**config.mk**
```make
export PLATFORM = sky130hd
export DESIGN_NAME = hazard_ctl
export DESIGN_NICKNAME = d
export VERILOG_FILES = /design/src/rtl/hazard_ctl.sv
export SDC_FILE = /design/constraint.sdc
export NUM_CORES = 1
export LEC_CHECK = 0
export ABC_CLOCK_PERIOD_IN_PS = 2400
export CAP_MARGIN = 40
export CORE_ASPECT_RATIO = 0.6
export CORE_UTILIZATION = 40
export CTS_CLUSTER_SIZE = 30
export DETAILED_ROUTE_END_ITERATION = 8
export GPL_TIMING_DRIVEN = 0
export PLACE_DENSITY_LB_ADDON = 0.2
export SETUP_SLACK_MARGIN = 0.4
export SYNTH_ARGS = -nofsm -noshare
export SYNTH_HDL_FRONTEND = slang
export SYNTH_SLANG_ARGS = --single-unit
```
**constraint.sdc**
```tcl
create_clock -name clk -period 2.4 [get_ports clk]
set_input_delay 0.24 -clock clk [delete_from_list [all_inputs] [get_ports clk]]
set_output_delay 0.24 -clock clk [all_outputs]
set_load 0.01 [all_outputs]
```
**src/rtl/hazard_ctl.sv**
```systemverilog
// Pipeline hazard controller: forwarding select, load-use stall,
// taken-branch flush sequencing and saturating event counters.
module hazard_ctl #(
  parameter int CNT_W        = 16,
  parameter int FLUSH_CYCLES = 1
) (
  input  logic             clk,
  input  logic             rst,
  input  logic             id_valid,
  input  logic [4:0]       id_rs,
  input  logic [4:0]       id_rt,
  input  logic [4:0]       idex_rs,
  input  logic [4:0]       idex_rt,
  input  logic             idex_memread,
  input  logic             exmem_regwrite,
  input  logic             memwb_regwrite,
  input  logic [4:0]       exmem_rd,
  input  logic [4:0]       memwb_rd,
  input  logic             exmem_branch,
  input  logic             exmem_zero,
  output logic             pc_write,
  output logic             ifid_write,
  output logic             idex_bubble,
  output logic             flush,
  output logic             pc_src,
  output logic [1:0]       fwd_a,
  output logic [1:0]       fwd_b,
  output logic [1:0]       state,
  output logic [CNT_W-1:0] stall_cnt,
  output logic [CNT_W-1:0] flush_cnt
);

  localparam logic [1:0] RUN   = 2'b00;
  localparam logic [1:0] STALL = 2'b01;
  localparam logic [1:0] FLUSH = 2'b10;

  localparam logic [3:0] FC_LOAD = 4'(FLUSH_CYCLES - 1);
  localparam logic       MULTI   = (FLUSH_CYCLES > 1);

  logic       taken;
  logic       load_use;
  logic [1:0] eff;
  logic [1:0] nxt;
  logic [3:0] flush_left;
  logic [3:0] nxt_left;

  assign taken    = exmem_branch & exmem_zero;
  assign load_use = id_valid & idex_memread & (idex_rt != 5'd0) &
                    ((idex_rt == id_rs) | (idex_rt == id_rt));

  // During reset the outputs decode as if in RUN
  assign eff = rst ? RUN : state;

  function automatic logic [1:0] fwd_sel(
    input logic [4:0] src,
    input logic       xw,
    input logic [4:0] xrd,
    input logic       ww,
    input logic [4:0] wrd
  );
    if (xw && xrd != 5'd0 && xrd == src)
      return 2'b10;
    else if (ww && wrd != 5'd0 && wrd == src)
      return 2'b01;
    else
      return 2'b00;
  endfunction

  // Operand forwarding, newer EX/MEM result wins
  always_comb begin
    fwd_a = fwd_sel(idex_rs, exmem_regwrite, exmem_rd,
                    memwb_regwrite, memwb_rd);
    fwd_b = fwd_sel(idex_rt, exmem_regwrite, exmem_rd,
                    memwb_regwrite, memwb_rd);
  end

  // Control decode and next-state logic
  always_comb begin
    pc_write    = 1'b1;
    ifid_write  = 1'b1;
    idex_bubble = 1'b0;
    flush       = 1'b0;
    pc_src      = 1'b0;
    nxt         = RUN;
    nxt_left    = flush_left;
    case (eff)
      FLUSH: begin
        flush = 1'b1;
        if (flush_left <= 4'd1) begin
          nxt = RUN;
        end else begin
          nxt      = FLUSH;
          nxt_left = flush_left - 4'd1;
        end
      end
      STALL: begin
        if (taken) begin
          flush    = 1'b1;
          pc_src   = 1'b1;
          nxt      = MULTI ? FLUSH : RUN;
          nxt_left = FC_LOAD;
        end
      end
      default: begin
        if (taken) begin
          flush    = 1'b1;
          pc_src   = 1'b1;
          nxt      = MULTI ? FLUSH : RUN;
          nxt_left = FC_LOAD;
        end else if (load_use) begin
          pc_write    = 1'b0;
          ifid_write  = 1'b0;
          idex_bubble = 1'b1;
          nxt         = STALL;
        end
      end
    endcase
  end

  // State, flush countdown and saturating event counters
  always_ff @(posedge clk) begin
    if (rst) begin
      state      <= RUN;
      flush_left <= 4'd0;
      stall_cnt  <= '0;
      flush_cnt  <= '0;
    end else begin
      state      <= nxt;
      flush_left <= nxt_left;
      if (idex_bubble && stall_cnt != '1)
        stall_cnt <= stall_cnt + CNT_W'(1);
      if (pc_src && flush_cnt != '1)
        flush_cnt <= flush_cnt + CNT_W'(1);
    end
  end

endmodule

```
==> impl_metrics.csv <==
group,metric,value,unit
run_status,status,"finished, final reports clean",
clocking,clkLatencyLatePin,300,ps
detailed_routing,viasPerCell,5.34,
critical_path,crit_top_cell,"buf_6",
clocking,numCtsBuffers,5,
critical_path,rr_startpoint,"state[1]",
critical_path,slowest_delay,330,ps
layout,finalNetCount,424,
synthesis,synth_area_leaders,"dfxtp_1, xor2_1, xnor2_1",
synthesis,synth_edf_count,0,
synthesis,synth.most_common_cell,"dfxtp_1",
global_routing,first_global_vias,2209,
sta,setup_violations,0,
critical_path,r2r_setup_slack,350,ps
critical_path,cp.required,2160,ps
sta,hold_violations,0,
placed_design,placed_area,0.00325,mm2
pwr,powerDensity,420,mW/mm2
critical_path,crit_chain,"nor2b_4 > ha_4 > and3_4 > o211a_4 > or2b_4 > buf_6 > buf_6",
critical_path,reg2regPathDepth,8,
detailed_routing,drt_wl_total,6750,um
clocking,root_buffer,"clkbuf_8",
detailed_routing,wl_met1,3250,um
sta,tightest_slew,842,ps
detailed_routing,drc,0,
layout,final.fill_count,497,
critical_path,cp_max_fo,4,
critical_path,critical_path_class,"flop to primary output",
clocking,cts_num_sinks,38,
synthesis,synth.largest_area_cell,"dfxtp_1",
hold_path,whs_path_depth,3,
detailed_routing,route.met3.wl,570,um
global_routing,grt_pass1_wl,10500,um
floorplanning,ios,81,
global_routing,grt_util_all_layers,21.6,%
synthesis,synth_seq_area_share,31.8,%
sta,period_share,86.3,%
floorplanning,fp.dieW,102,um
floorplanning,rows,21,
layout,antenna_cells,0,
critical_path,setup.worst_path.start_class,"flop",
global_routing,antenna_found_initial,0,
detailed_routing,post_drt_wl_per_cell,14.6,um
detailed_routing,drt_iter0_markers,171,
synthesis,syn-cell-area,0.00239,mm2
detailed_routing,firstDrtPassIters,4,
floorplanning,die_y,61.9,um
clocking,clk_pin_slew,80,ps
synthesis,synth_cells,284,
clocking,cts_max_level,2,
synthesis,ys.warnings.count,0,
detailed_routing,vias,2468,
sta,relSlewSlack,43.4,%
critical_path,crit_family,"simple AND/OR/NAND/NOR gates",
detailed_routing,ant_nets,0,
synthesis,ys_types,48,
hold_path,min_to,"stall_cnt[10]",
critical_path,critPathBufInv,2,
layout,multi_input_area,0.00165,mm2
placed_design,numPortBuffers,75,
floorplanning,core_area,0.00568,mm2
sta,max_clock_freq,0.483,GHz
critical_path,cpMaxStageDelayCell,"dfxtp_2",
synthesis,netlist.area_leader.share,31.8,%
layout,drive_gt1_share,21.2,%
pwr,p_leak,1.32,nW
sta,fin_crit,2070,ps
sta,fin_skew,8.70,ps
synthesis,syn_nets,327,
pwr,ir_drop,0.000340,V
global_routing,grt_overflow_total,0,
hold_path,hp-class,"input pin to flop",
clocking,clock_path_buffers,2,
layout,seq_area,766,um2
placed_design,dp_hpwl,4900,um
floorplanning,start_util,42.2,%
detailed_routing,dr_wl_met2,2890,um
layout,syn2layout_area_growth,52.2,%
global_routing,grt_max_degree,14,
flow_run,drv_cap,0,
clocking,cts_tree,"yes",
hold_path,holdCritStartpoint,"rst",
critical_path,crit_arrival,1830,ps
sta,rsz0062_at_grt,"true",
critical_path,reg2reg_to,"stall_cnt[12]",
synthesis,synthFlopType,"dfxtp_1",
layout,stdcell_area,0.00364,mm2
sta,slew_viol_final,0,
critical_path,end_kind,"primary output",
placed_design,dp_cells,439,
placed_design,finalWeightedCongestion,0.786,
synthesis,yosys_register_bits,38,
floorplanning,die-area,0.00631,mm2
synthesis,avgSynthCellArea,8.43,um2
synthesis,async_flop_share,0,%
layout,finalNonFillerCells,462,
detailed_routing,routed.top_layer,"met4",
synthesis,synth_common_cells,"dfxtp_1, xor2_1, nor2_1, a21oi_1, nand3_1",
## layout by cell type (no fill, tap or decap), types with 5 or more instances in the layout
master,synthesis,layout
buf_4,3,17
clkbuf_1,8,5
dlygate4sd2_1,0,11
nor2_1,28,28
inv_1,6,5
buf_2,4,8
or4_1,12,10
clkbuf_8,0,6
and4_1,5,5
o21ai_0,7,6
xor2_1,31,31
buf_6,2,6
o211ai_1,6,6
dfxtp_1,38,34
nand2_1,10,10
xnor2_1,14,14
nand3_1,16,15
clkdlybuf4s50_1,0,54
nor3_2,1,5
a21oi_1,16,15
nor3_1,10,6
nand4_1,7,7
o31ai_1,10,7
## tightest hold or removal path: stages
cell and delay [ps]:
buf_2 150, nor2_1 90, mux2_2 140
## flip-flops by register name, indices dropped and copies added, names as in the netlist
register / count
flush_cnt: 16
stall_cnt: 16
flush_left: 4
state: 2
## area by class of cell
type	count	area share, %
multi-input combinational	222	45.3
inverter	6	0.618
timing repair buffer	90	22.8
clock buffer	5	1.89
clock inverter	3	1.89
buffer	18	3.71
tap	80	2.75
sequential	38	21.0
## report_power, final
| part | switching, mW | leakage [nW] | internal, mW |
|---|---|---|---|
| Sequential | 0.00360 | 0.308 | 0.632 |
| Combinational | 0.110 | 0.946 | 0.118 |
| Clock | 0.249 | 0.0683 | 0.417 |
| Total | 0.364 | 1.32 | 1.17 |
## through the flow
step	hold WS [ps]	setup slack [ps]	setup TNS [ps]	utilization (%)	power (mW)
3_5_place_dp	500	-647	-10550	57.2	0.849
3_3_place_gp	494	-628	-9530	57.2	0.844
2_1_floorplan	448	411	0	-	0.748
4_1_cts	342	321	0	61.7	1.52
6_report	344	329	0	64.2	1.53
5_1_grt	353	290	0	64.2	1.59
## what timing repair did
item                                    CTS  global route
hold buffers                              0             0
gates resized for setup                  58            28
endpoints found under the setup margin   42            26
pin swaps                                 7             9
buffers inserted                          9             6
## metal layers
| metal | up-vias | global-route usage (%) |
|---|---|---|
| met5 | - | 0 |
| met4 | 0 | 5.31 |
| met3 | 6 | 6.04 |
| met2 | 93 | 32.0 |
| met1 | 1150 | 31.0 |
| li1 | 1219 | - |
## how the worst max path moves through the flow
| stage | from | to | cells past startpoint |
|---|---|---|---|
| 2_1_floorplan | rst | stall_cnt[14] | 8 |
| 3_3_place_gp | rst | pc_write | 9 |
| 3_5_place_dp | rst | pc_write | 9 |
| 4_1_cts | state[1] | pc_write | 7 |
| 5_1_grt | state[1] | stall_cnt[12] | 8 |
| 6_report | state[1] | pc_write | 7 |
## cell families (layout without fill, tap and decap cells)
family / after synthesis / in the layout / synth area share, %
XOR/XNOR: 45 / 45 / 16.5
buffers and inverters: 24 / 122 / 5.54
adder cells (fa/ha/maj): 5 / 5 / 2.61
AO/OA/AOI/OAI: 47 / 47 / 13.0
AND/OR/NAND/NOR: 121 / 121 / 28.6
flip-flops: 38 / 38 / 31.8
multiplexers: 4 / 4 / 1.99
Power figures use the tool's default switching activity.
==> variant, RTL diff (config.mk and constraints unchanged) <==
Make the reset (`rst`) asynchronous in one clocked block.
--- a/src/rtl/hazard_ctl.sv
+++ b/src/rtl/hazard_ctl.sv
@@ -119,5 +119,5 @@
 
   // State, flush countdown and saturating event counters
-  always_ff @(posedge clk) begin
+  always_ff @(posedge clk or posedge rst) begin
     if (rst) begin
       state      <= RUN;
Formal check against the unedited RTL: differs if rst is asserted again (counterexample within 4 cycles, from zero or initial values and one cycle with rst high); with rst held inactive, the same outputs for 10 cycles.
==> variant against the unedited design <==
Synthesized area fell by 3.1%. Via count fell by 19%. Utilization fell by 1.2 points. Non-clock buffer count fell by 14. Final cell count fell by 12%. Sequential cell count did not move. Clock skew fell by 0.0015 ns. First-iteration DRC count fell by 66%. Final area fell by 3.7%. Worst setup slack improved by 0.081 ns. Routed wire length fell by 11%. Fmax rose by 4.1%.
Power is not compared: it rests on default switching activity, and its combinational part moved more than twofold at a synthesized area within 25%.
==> variant: results (changes against the unedited design) <==
- The flow ran to the end, and the final reports show no timing, DRC or antenna violations.
- The maximum fanout encountered on the critical timing path is 3 (-1).
- The total vias in the final route is 1988 (-19%).
- In the synthesized netlist, the cells that appear most often are sky130_fd_sc_hd__xnor2_1 (41), sky130_fd_sc_hd__dfrtp_1 (38), sky130_fd_sc_hd__xor2_1 (19), sky130_fd_sc_hd__nand3_1 (17), sky130_fd_sc_hd__nand4_1 (16).
- The insertion delay of the later-clocked pin in the worst-skew pair is 0.29 ns.
- The clock root buffer master is sky130_fd_sc_hd__clkbuf_8.
- The share of cell area taken by muxes after synthesis is 0.01888 (-0.0009860).
- The top achievable clock speed was 502.6 MHz (+4.1%).
- The fraction of registers with async set/reset is 1.000 (+1.000).
- The fraction of area in non-clock buffers came to 0.2586 (-0.006894).
- The fraction of area in multi-input gates is 0.4030 (-0.04996).
- The number of inserted filler cells in the final layout is 496 (-0.20%).
- The detailed placer's ending HPWL is 4477 um (-8.6%).
- The number of distinct standard cells referenced by the synthesized netlist came to 37 (-23%).
- The register-to-register setup slack is 0.46 ns (+0.11 ns).
- Following the worst setup path forward leads to its endpoint at idex_bubble.
- The largest registers in the layout are flush_cnt x16, stall_cnt x16, flush_left x4.
- The synthesized-area fraction occupied by ao, oa, aoi and oai cells was 0.04585 (-0.08379).
- The clock-cell share of area is 0.02603 (-0.01174).
- The arrival time at the worst endpoint was 1.75 ns (-0.08 ns).
- The total number of multi-input combinational cells is 176 (-21%).
- The initial DRC count came to 58 (-66%).
- The global-route wire length before repair was 9715 um (-7.4%).
- The wire length after detailed routing is 6024 um (-11%).
- The share of the synthesized netlist area taken by xor and xnor gates is 0.2265 (+0.06187).
- The number of global-route vias before repair is 1853 (-16%).
- The share of synthesized area occupied by flip-flops and latches is 0.4099 (+0.09210).
- The number of buffers outside the clock class in the layout is 94 (-13%).
- The max-slew headroom at the worst pin came to 0.6441 (+0.2105).
- The worst hold-check path type is in -> async.
- The end of the worst register-to-register path is flush_cnt[12]$_DFFE_PP0P_.
- The pin count of the biggest net entering global routing is 15 (+1).
- The routability congestion estimate came to 0.8485 (+8.0%).
- The timing startpoint of the critical path is state[1]$_DFF_PP0_.
- The combined global-route utilization of all metal layers is 0.2124 (-0.003536).
- The post-route clock skew was 0.007222 ns (-0.001473 ns).
- The ratio of cells with drive above 1 in the final layout came to 0.1877 (-0.02435).
- The depth of the worst register-to-register path is 9 (+1).
- The critical-path cell with the highest stage delay is sky130_fd_sc_hd__dfrtp_1.
- The worst-case setup slack after placement was -0.5384 ns (+0.1085 ns).
- The net count of the finished layout is 367 (-13%).
- The post-synthesis net count was 276 (-16%).
- The register area is 950.9 um^2 (+24%).
- The post-synthesis share of cell area spent on full adders, half adders and majority gates came to 0.02697 (+0.0008318).
- The delay of the slowest cell on the worst path was 0.38 ns (+0.05 ns).
- By area the synthesized netlist is led by sky130_fd_sc_hd__dfrtp_1 (41%), sky130_fd_sc_hd__xnor2_1 (15%), sky130_fd_sc_hd__xor2_1 (7.2%).
variant: power breakdown:
group,switching [W],internal (W)
clock,0.000223,0.000232
combinational,0.000206,0.000272
sequential,0.0000805,0.000703
total,0.000510,0.00121
variant: stage by stage:
stage | hold slack [ns] | cells | utilization | instance area [um^2]
global route | 0.3154 | 405 | 0.6298 | 3508
floorplan | 0.2141 | 233 | - | 2382
detailed placement | 0.4811 | 389 | 0.5840 | 3253
finish | 0.2927 | 405 | 0.6298 | 3508
CTS | 0.2949 | 403 | 0.6177 | 3441
global placement | 0.4601 | 388 | 0.5804 | 3233
variant: routing by layer:
metal | global-route usage | wire length (um)
met5 | 0 | 0
met1 | 0.3181 | 3127
met4 | 0.04969 | 53
met2 | 0.3072 | 2596
met3 | 0.05184 | 247
variant: what timing repair did:
item	in CTS	in global routing
setup buffers	5	2
gates resized for setup	48	14
setup endpoints to repair	40	16
pin swaps	6	6
endpoints found under the hold margin	0	0
cloned	1	0
